<file path="src/rtl/tilemap_port_arbiter.sv">
// rtl/tilemap_port_arbiter.sv - shares the tile map port between requester A (priority) and B
// B is protected from starvation by a saturating counter and may be confined to vertical blank.
module tilemap_port_arbiter #(
  parameter int AW         = 13,
  parameter int DW         = 8,
  parameter int TM_LAT     = 1,
  parameter int STARVE     = 15,
  parameter bit B_VBI_ONLY = 1'b1
) (
  input  logic          clk,
  input  logic          rst,
  input  logic          vbi,
  input  logic          a_req,
  input  logic [AW-1:0] a_adr,
  input  logic [DW-1:0] a_wrt,
  input  logic          a_wen,
  output logic          a_gnt,
  output logic [DW-1:0] a_rdat,
  output logic          a_rvld,
  input  logic          b_req,
  input  logic [AW-1:0] b_adr,
  input  logic [DW-1:0] b_wrt,
  input  logic          b_wen,
  output logic          b_gnt,
  output logic [DW-1:0] b_rdat,
  output logic          b_rvld,
  output logic [AW-1:0] tm_adr,
  output logic [DW-1:0] tm_wrt,
  output logic          tm_wen,
  input  logic [DW-1:0] tm_red
);

  localparam int         DEPTH      = TM_LAT + 1;
  localparam logic [7:0] STARVE_MAX = 8'(STARVE);

  logic             b_elig;
  logic             starve_hit;
  logic [7:0]       sctr_q, sctr_d;
  logic [AW-1:0]    tm_adr_q, tm_adr_d;
  logic [DW-1:0]    tm_wrt_q, tm_wrt_d;
  logic             tm_wen_q, tm_wen_d;
  logic [DEPTH-1:0] trk_vld_q, trk_vld_d;
  logic [DEPTH-1:0] trk_id_q, trk_id_d;
  logic [DW-1:0]    a_rdat_q, a_rdat_d;
  logic [DW-1:0]    b_rdat_q, b_rdat_d;
  logic             a_rvld_q, a_rvld_d;
  logic             b_rvld_q, b_rvld_d;

  // Grants are combinational so a requester can present its next access the cycle after gnt.
  always_comb begin
    b_elig     = b_req && (vbi || !B_VBI_ONLY);
    starve_hit = (sctr_q == STARVE_MAX);
    b_gnt      = !rst && b_elig && (!a_req || starve_hit);
    a_gnt      = !rst && a_req && !b_gnt;
  end

  always_comb begin
    sctr_d = sctr_q;
    if (b_gnt || !b_elig) begin
      sctr_d = '0;
    end else if (a_gnt && !starve_hit) begin
      sctr_d = sctr_q + 8'd1;
    end

    tm_adr_d = tm_adr_q;
    tm_wrt_d = tm_wrt_q;
    tm_wen_d = 1'b0;
    if (a_gnt) begin
      tm_adr_d = a_adr;
      tm_wrt_d = a_wrt;
      tm_wen_d = a_wen;
    end else if (b_gnt) begin
      tm_adr_d = b_adr;
      tm_wrt_d = b_wrt;
      tm_wen_d = b_wen;
    end

    // The last stage lines up with the cycle in which tm_red holds that read's data.
    trk_vld_d = {trk_vld_q[DEPTH-2:0], (a_gnt && !a_wen) || (b_gnt && !b_wen)};
    trk_id_d  = {trk_id_q[DEPTH-2:0], b_gnt};
    a_rvld_d  = trk_vld_q[DEPTH-1] && !trk_id_q[DEPTH-1];
    b_rvld_d  = trk_vld_q[DEPTH-1] && trk_id_q[DEPTH-1];
    a_rdat_d  = a_rvld_d ? tm_red : a_rdat_q;
    b_rdat_d  = b_rvld_d ? tm_red : b_rdat_q;

    if (rst) begin
      sctr_d    = '0;
      tm_adr_d  = '0;
      tm_wrt_d  = '0;
      tm_wen_d  = 1'b0;
      trk_vld_d = '0;
      trk_id_d  = '0;
      a_rvld_d  = 1'b0;
      b_rvld_d  = 1'b0;
      a_rdat_d  = '0;
      b_rdat_d  = '0;
    end
  end

  always_ff @(posedge clk) begin
    sctr_q    <= sctr_d;
    tm_adr_q  <= tm_adr_d;
    tm_wrt_q  <= tm_wrt_d;
    tm_wen_q  <= tm_wen_d;
    trk_vld_q <= trk_vld_d;
    trk_id_q  <= trk_id_d;
    a_rvld_q  <= a_rvld_d;
    b_rvld_q  <= b_rvld_d;
    a_rdat_q  <= a_rdat_d;
    b_rdat_q  <= b_rdat_d;
  end

  assign tm_adr = tm_adr_q;
  assign tm_wrt = tm_wrt_q;
  assign tm_wen = tm_wen_q;
  assign a_rvld = a_rvld_q;
  assign b_rvld = b_rvld_q;
  assign a_rdat = a_rdat_q;
  assign b_rdat = b_rdat_q;

endmodule
</file>
<file path="config.mk">
export PLATFORM = sky130hd
export DESIGN_NAME = tilemap_port_arbiter
export DESIGN_NICKNAME = d
export VERILOG_FILES = /design/src/rtl/tilemap_port_arbiter.sv
export SDC_FILE = /design/constraint.sdc
export NUM_CORES = 1
export LEC_CHECK = 0
export CORE_ASPECT_RATIO = 1.75
export CORE_UTILIZATION = 27
export CTS_BUF_LIST = sky130_fd_sc_hd__clkbuf_8
export DETAILED_ROUTE_END_ITERATION = 10
export SLEW_MARGIN = 20
export SYNTH_ARGS = -nofsm -noshare
export SYNTH_HDL_FRONTEND = slang
export SYNTH_SLANG_ARGS = --single-unit
</file>
<file path="constraint.sdc">
create_clock -name clk -period 1.77 [get_ports clk]
set_input_delay 0.354 -clock clk [delete_from_list [all_inputs] [get_ports clk]]
set_output_delay 0.354 -clock clk [all_outputs]
set_load 0.01 [all_outputs]
</file>
Word level (Yosys, flattened, before mapping)
Cells that the tools add are included.
- bits in registers: 52
- output and inout port bits: 42
- multiplexer cells: 6
- reduce and logical (&&, ||, !) cells: 23
- $add $sub $neg: 1
- equal/unequal tests: 1
- operators by type and width (cell ; count):
    2-to-1 mux 13 bit ; 2
    2-to-1 mux 8 bit ; 2
    logical AND 1 bit ; 10
    adder 8 x 1 -> 8 bit (second input constant) ; 1
    == test 8 x 4 -> 1 bit (second input constant) ; 1
    logical NOT 1 bit ; 8
    logical OR 1 bit ; 3
    2-to-1 mux 1 bit ; 2
    nonzero test 2 bit ; 1
    OR reduction 2 bit ; 1

Logic depth before layout (Yosys ltp)
Gate-level depths: netlist (run 1).
- word-level depth: 7
- mapped depth: 5
- gate-level depth less buffers: 4

Worst setup path before layout (run 1)
No wires, ideal clock.
- path type: register to output
- start: register sctr_q[4]
- end: output port b_gnt
- data required time: 1416 ps
- path buffers: 1
- arrival: 1432 ps
- stages on the path, launching flop included: 5
- setup slack: -16 ps
- path through: dfxtp_1 or4_1 clkbuf_2 o21ai_0 and2_1
- word-level cells in the longest chain between the ends: 3
- RTL lines (item ; RTL line ; source):
    start: declaration ; 38 ; logic [7:0] sctr_q, sctr_d;
    start signal: assignment ; 101 ; sctr_q <= sctr_d;
    == test 8 x 4 -> 1 bit ; 52 ; starve_hit = (sctr_q == STARVE_MAX);
    logical OR 1 bit ; 53 ; b_gnt = !rst && b_elig && (!a_req || starve_hit);
    logical AND 1 bit ; 53 ;
    end: declaration ; 24 ; output logic b_gnt,
No other way between the ends.

Worst setup path in the final report (run 1)
- start: register sctr_q[6]
- end: output port b_gnt
Same word-level chain as after synthesis.

==> results of run 1 <==
cell usage after synthesis:
library cell / n / area (um^2)
nor2_1: 7 / 26.3
or3_1: 3 / 18.8
nor2b_1: 4 / 25.0
or4_1: 1 / 7.51
and3_1: 1 / 6.26
o41a_1: 1 / 11.3
and3b_1: 1 / 8.76
o21ai_0: 25 / 125
a41oi_1: 21 / 184
a32o_1: 2 / 20.0
nor4_1: 1 / 6.26
and2_1: 2 / 12.5
nand4_1: 22 / 138
xor2_1: 1 / 8.76
ha_1: 1 / 12.5
clkbuf_2: 1 / 5.00
nor4bb_1: 1 / 10.0
a21oi_1: 20 / 100
nand3_1: 11 / 55.1
inv_1: 3 / 11.3
buf_1: 2 / 7.51
nand2_1: 28 / 105
a32oi_1: 21 / 184
dfxtp_1: 52 / 1040
o211ai_1: 22 / 165
clkbuf_1: 31 / 116
xnor2_1: 2 / 17.5
nand2b_1: 1 / 6.26
worst max path at each step:
stage	startpoint	to
CTS	sctr_q[6]$_SDFFE_PP0P_	a_gnt
global placement	vbi	a_gnt
finish	sctr_q[6]$_SDFFE_PP0P_	b_gnt
detailed placement	vbi	a_gnt
floorplan	sctr_q[4]$_SDFFE_PP0P_	b_gnt
global route	sctr_q[6]$_SDFFE_PP0P_	b_gnt
through the flow:
stage | hold slack, ps | std cells
floorplan | 414 | 288
global placement | 416 | 500
global route | 462 | 509
detailed placement | 431 | 500
CTS | 455 | 509
finish | 447 | 509
kinds of logic after synthesis:
logic type | Yosys count | synth area share, %
adder cells (fa/ha/maj) | 1 | 0.514
XOR/XNOR | 3 | 1.08
flip-flops | 52 | 42.8
AO/OA/AOI/OAI | 112 | 32.4
buffers and inverters | 37 | 5.76
AND/OR/NAND/NOR | 83 | 17.5
per-layer routing:
metal / vias to the layer above / wire (um) / part of all wire [%] / GRT usage [%]
met3: 25 / 541 / 6.4 / 3.47
met5: - / 0 / 0 / 0
met4: 0 / 220 / 2.6 / 7.58
li1: 1328 / - / - / -
met2: 119 / 4380 / 51 / 32.5
met1: 1336 / 3380 / 40 / 20.7
area by class of cell:
cell class	count	area, um^2	share of cell area, %
flip-flops and latches	52	1040	27.1
clock inverters	3	38.8	1.01
well taps	117	146	3.81
inverters	3	11.3	0.293
repair buffers	130	1250	32.5
multi-input cells	199	1280	33.4
clock buffers	5	68.8	1.79
power by group through the flow:
stage          registers, uW  logic (uW)  clock network (uW)
6_report                1250         479                 815
5_1_grt                 1250         510                 896
4_1_cts                 1250         478                 853
3_5_place_dp            1270         478                   0
3_3_place_gp            1270         474                   0
2_1_floorplan           1290         146                   0
worst register-to-register path, stage by stage, from the launching register on:
cell	delay (ps)
dfxtp_2	330
or4_4	540
buf_6	140
buf_4	210
o211ai_1	230
buf_4	170
a21oi_1	40
registers in the layout, summed over array words and instances, names as in the netlist, 2 cells and up:
| signal | flops |
|---|---|
| trk_id_q | 2 |
| trk_vld_q | 2 |
| b_rdat | 8 |
| a_rdat | 8 |
| tm_adr | 13 |
| sctr_q | 8 |
| tm_wrt | 8 |
what timing repair did:
item / 4_1_cts / 5_1_grt
setup buffers: 1 / 0
pin swaps: 4 / 3
gates resized for setup: 11 / 3
setup endpoints to repair: 2 / 23
==> metrics.md, run 1 <==
| Metric | Value |
|---|---|
| Run status | finished with violations |
| Violated checks | setup timing |
| Finished Core Util | approximately 44% |
| Worst-case setup slack after placement | -475 ps |
| Max cap viols | 0 |
| Via-per-instance ratio | about 5.5 |
| Largest net degree at the start of global routing | 44 |
| Via count of the routed design | between 2000 and 3000 |
| Number of hold buffers added after cts | 0 |
| Count of nets left with antenna violations after detail routing | 0 |
| Insertion delay to the later sink of the worst-skew pair | about 310 ps |
| Rel. slew slack | 64.2% |
| Initial detailed-routing violation count | 210 |
| Power spent charging and discharging nets | between 600 and 700 uW |
| Number of cells on the critical path | 5 |
| Share of total power in the clock network | around 32% |
| Row count | 45 |
| Kind of cell adding the most delay to the critical path | simple AND/OR/NAND/NOR gates |
| Power density over the cells | approximately 660 mW/mm^2 |
| Most common library cell in the layout ignoring fill and taps | clkdlybuf4s50_1 |
| Setup TNS | -560 ps |
| Critical path endpoint category | output pin |
| Fin Clk Skew | between 5 and 6 ps |
| Clock buffer count from CTS | 5 |
| Transition at the pin with the smallest max-transition slack | 536 ps |
| Seq pwr share | between 40% and 50% |
| DR DRC count | 0 |
| Type of the worst setup path | register to output pin |
| Period utilization | 116% |
| Die Span Y | ~130 um |
| Depth of the most critical reg-to-reg path | 6 |
| Count of boundary I/O pins | 99 |
| CTS clk-pin slew, worst paths | 90 ps |
| Worst R2R Start | sctr_q[6]$_SDFFE_PP0P_ |
| Die area | roughly 0.0094 mm^2 |
| Number of antenna cells inserted | 0 |
| Die width | between 70 and 80 um |
| Number of nets in the finished design | ~450 |
| Tot GR Track Use | roughly 18% |
| Antenna violations before repair | 0 |
| Fraction of final layout cells sized beyond drive strength 1 | between 10% and 20% |
| Gp weighted congestion | 0.789 |
| Number of global-route vias before repair | roughly 2700 |
| Placement Cell Area | 0.00372 mm^2 |
| WHS Path Cells | 1 |
| Post-synthesis sequential area ratio | a little over two fifths |
| Total iterations of the first detailed-routing run | 5 |
| Non-Filler Cell Area, Final | roughly 0.0038 mm^2 |
| Origin of the worst min-delay path | trk_id_q[0]$_SDFF_PP0_ |
| Critical path data arrival time | between 1500 and 2000 ps |
| Kind of path behind the tightest hold check | register to register |
| Synth unique cells | 28 |
| Comb pwr share | approximately a fifth |
| Detailed Route WL | between 8000 and 9000 um |
| Setup violators final | 2 |
| # port buffers | between 90 and 100 |
| CP startpoint kind | register |
| Count of warnings emitted by yosys | 0 |
| Fill cell total of the finished layout | 872 |
| Count of buffer and inverter cells on the critical path | 2 |
| Worst setup slack for register-to-register paths | approximately 10 ps |
| Maximum clock rate | around 490 MHz |
| Clock tree from TritonCTS | done |
| Bufs on Longest Clock Path | 2 |
| Sum of net half-perimeters after detailed placement | around 5800 um |
| Internal power | around 1900 uW |
| Layout area overhead | 57.9% |
| Static power due to leakage | ~0.0012 uW |
| Hold worst-path end | trk_id_q[1]$_SDFF_PP0_ |
| Netlist area before placement | 0.00243 mm^2 |
| Sink Count | 52 |
| Total power | about 2500 uW |
| Cells traversed along the worst timing path | or4_4, buf_6, o21ai_2, and2_1, buf_2 |
| Buffer cell driving the clock tree root | clkbuf_8 |
| Mean post-synth cell area | ~8.5 um^2 |
| Peak supply drop | ~0.31 mV |
| # H-tree levels | 2 |
| Largest fanout of any net on the critical path | 2 |
| Period minus WS final | 2050 ps |
| Slowest Stage Delay on Critical Path | roughly 540 ps |
| #FFs+latches synth | 52 |
| Final Hold Vio Count | 0 |
| Fraction of power spent switching nets | around 25% |
| Most frequent cells in the layout | clkdlybuf4s50_1, dfxtp_1, nand2_1, buf_4, o21ai_0 |
| Number of nets in the synthesized netlist | 346 |
| Wire length of the first global-routing pass | roughly 13000 um |
| Total grt overflow | 0 |
| Initial core utilization | roughly 28% |
| Critical register-to-register path endpoint | sctr_q[6]$_SDFFE_PP0P_ |
| Cell type of the slowest stage on the worst timing path | or4_4 |
| Routed wirelength normalized by instance count | roughly 17 um |
| RSZ-0062 raised after global routing | true |
| Core area | roughly 0.0087 mm^2 |
| Data required time at the worst endpoint | 1420 ps |
| Number of instances in the synthesized netlist | between 200 and 300 |
| Fin worst setup slack | -281 ps |
| Number of max-slew violations in the final report | 0 |
Power figures use the tool's default switching activity.
==> run 2: changes to the inputs <==
--- a/config.mk
+++ b/config.mk
@@ -9,6 +9,7 @@
 export CORE_UTILIZATION = 27
 export CTS_BUF_LIST = sky130_fd_sc_hd__clkbuf_8
 export DETAILED_ROUTE_END_ITERATION = 10
+export HOLD_SLACK_MARGIN = 0.15
 export SLEW_MARGIN = 20
 export SYNTH_ARGS = -nofsm -noshare
 export SYNTH_HDL_FRONTEND = slang
==> results of run 2 <==
Same layout as run 1: the final DEF is identical, and so are final timing and power.
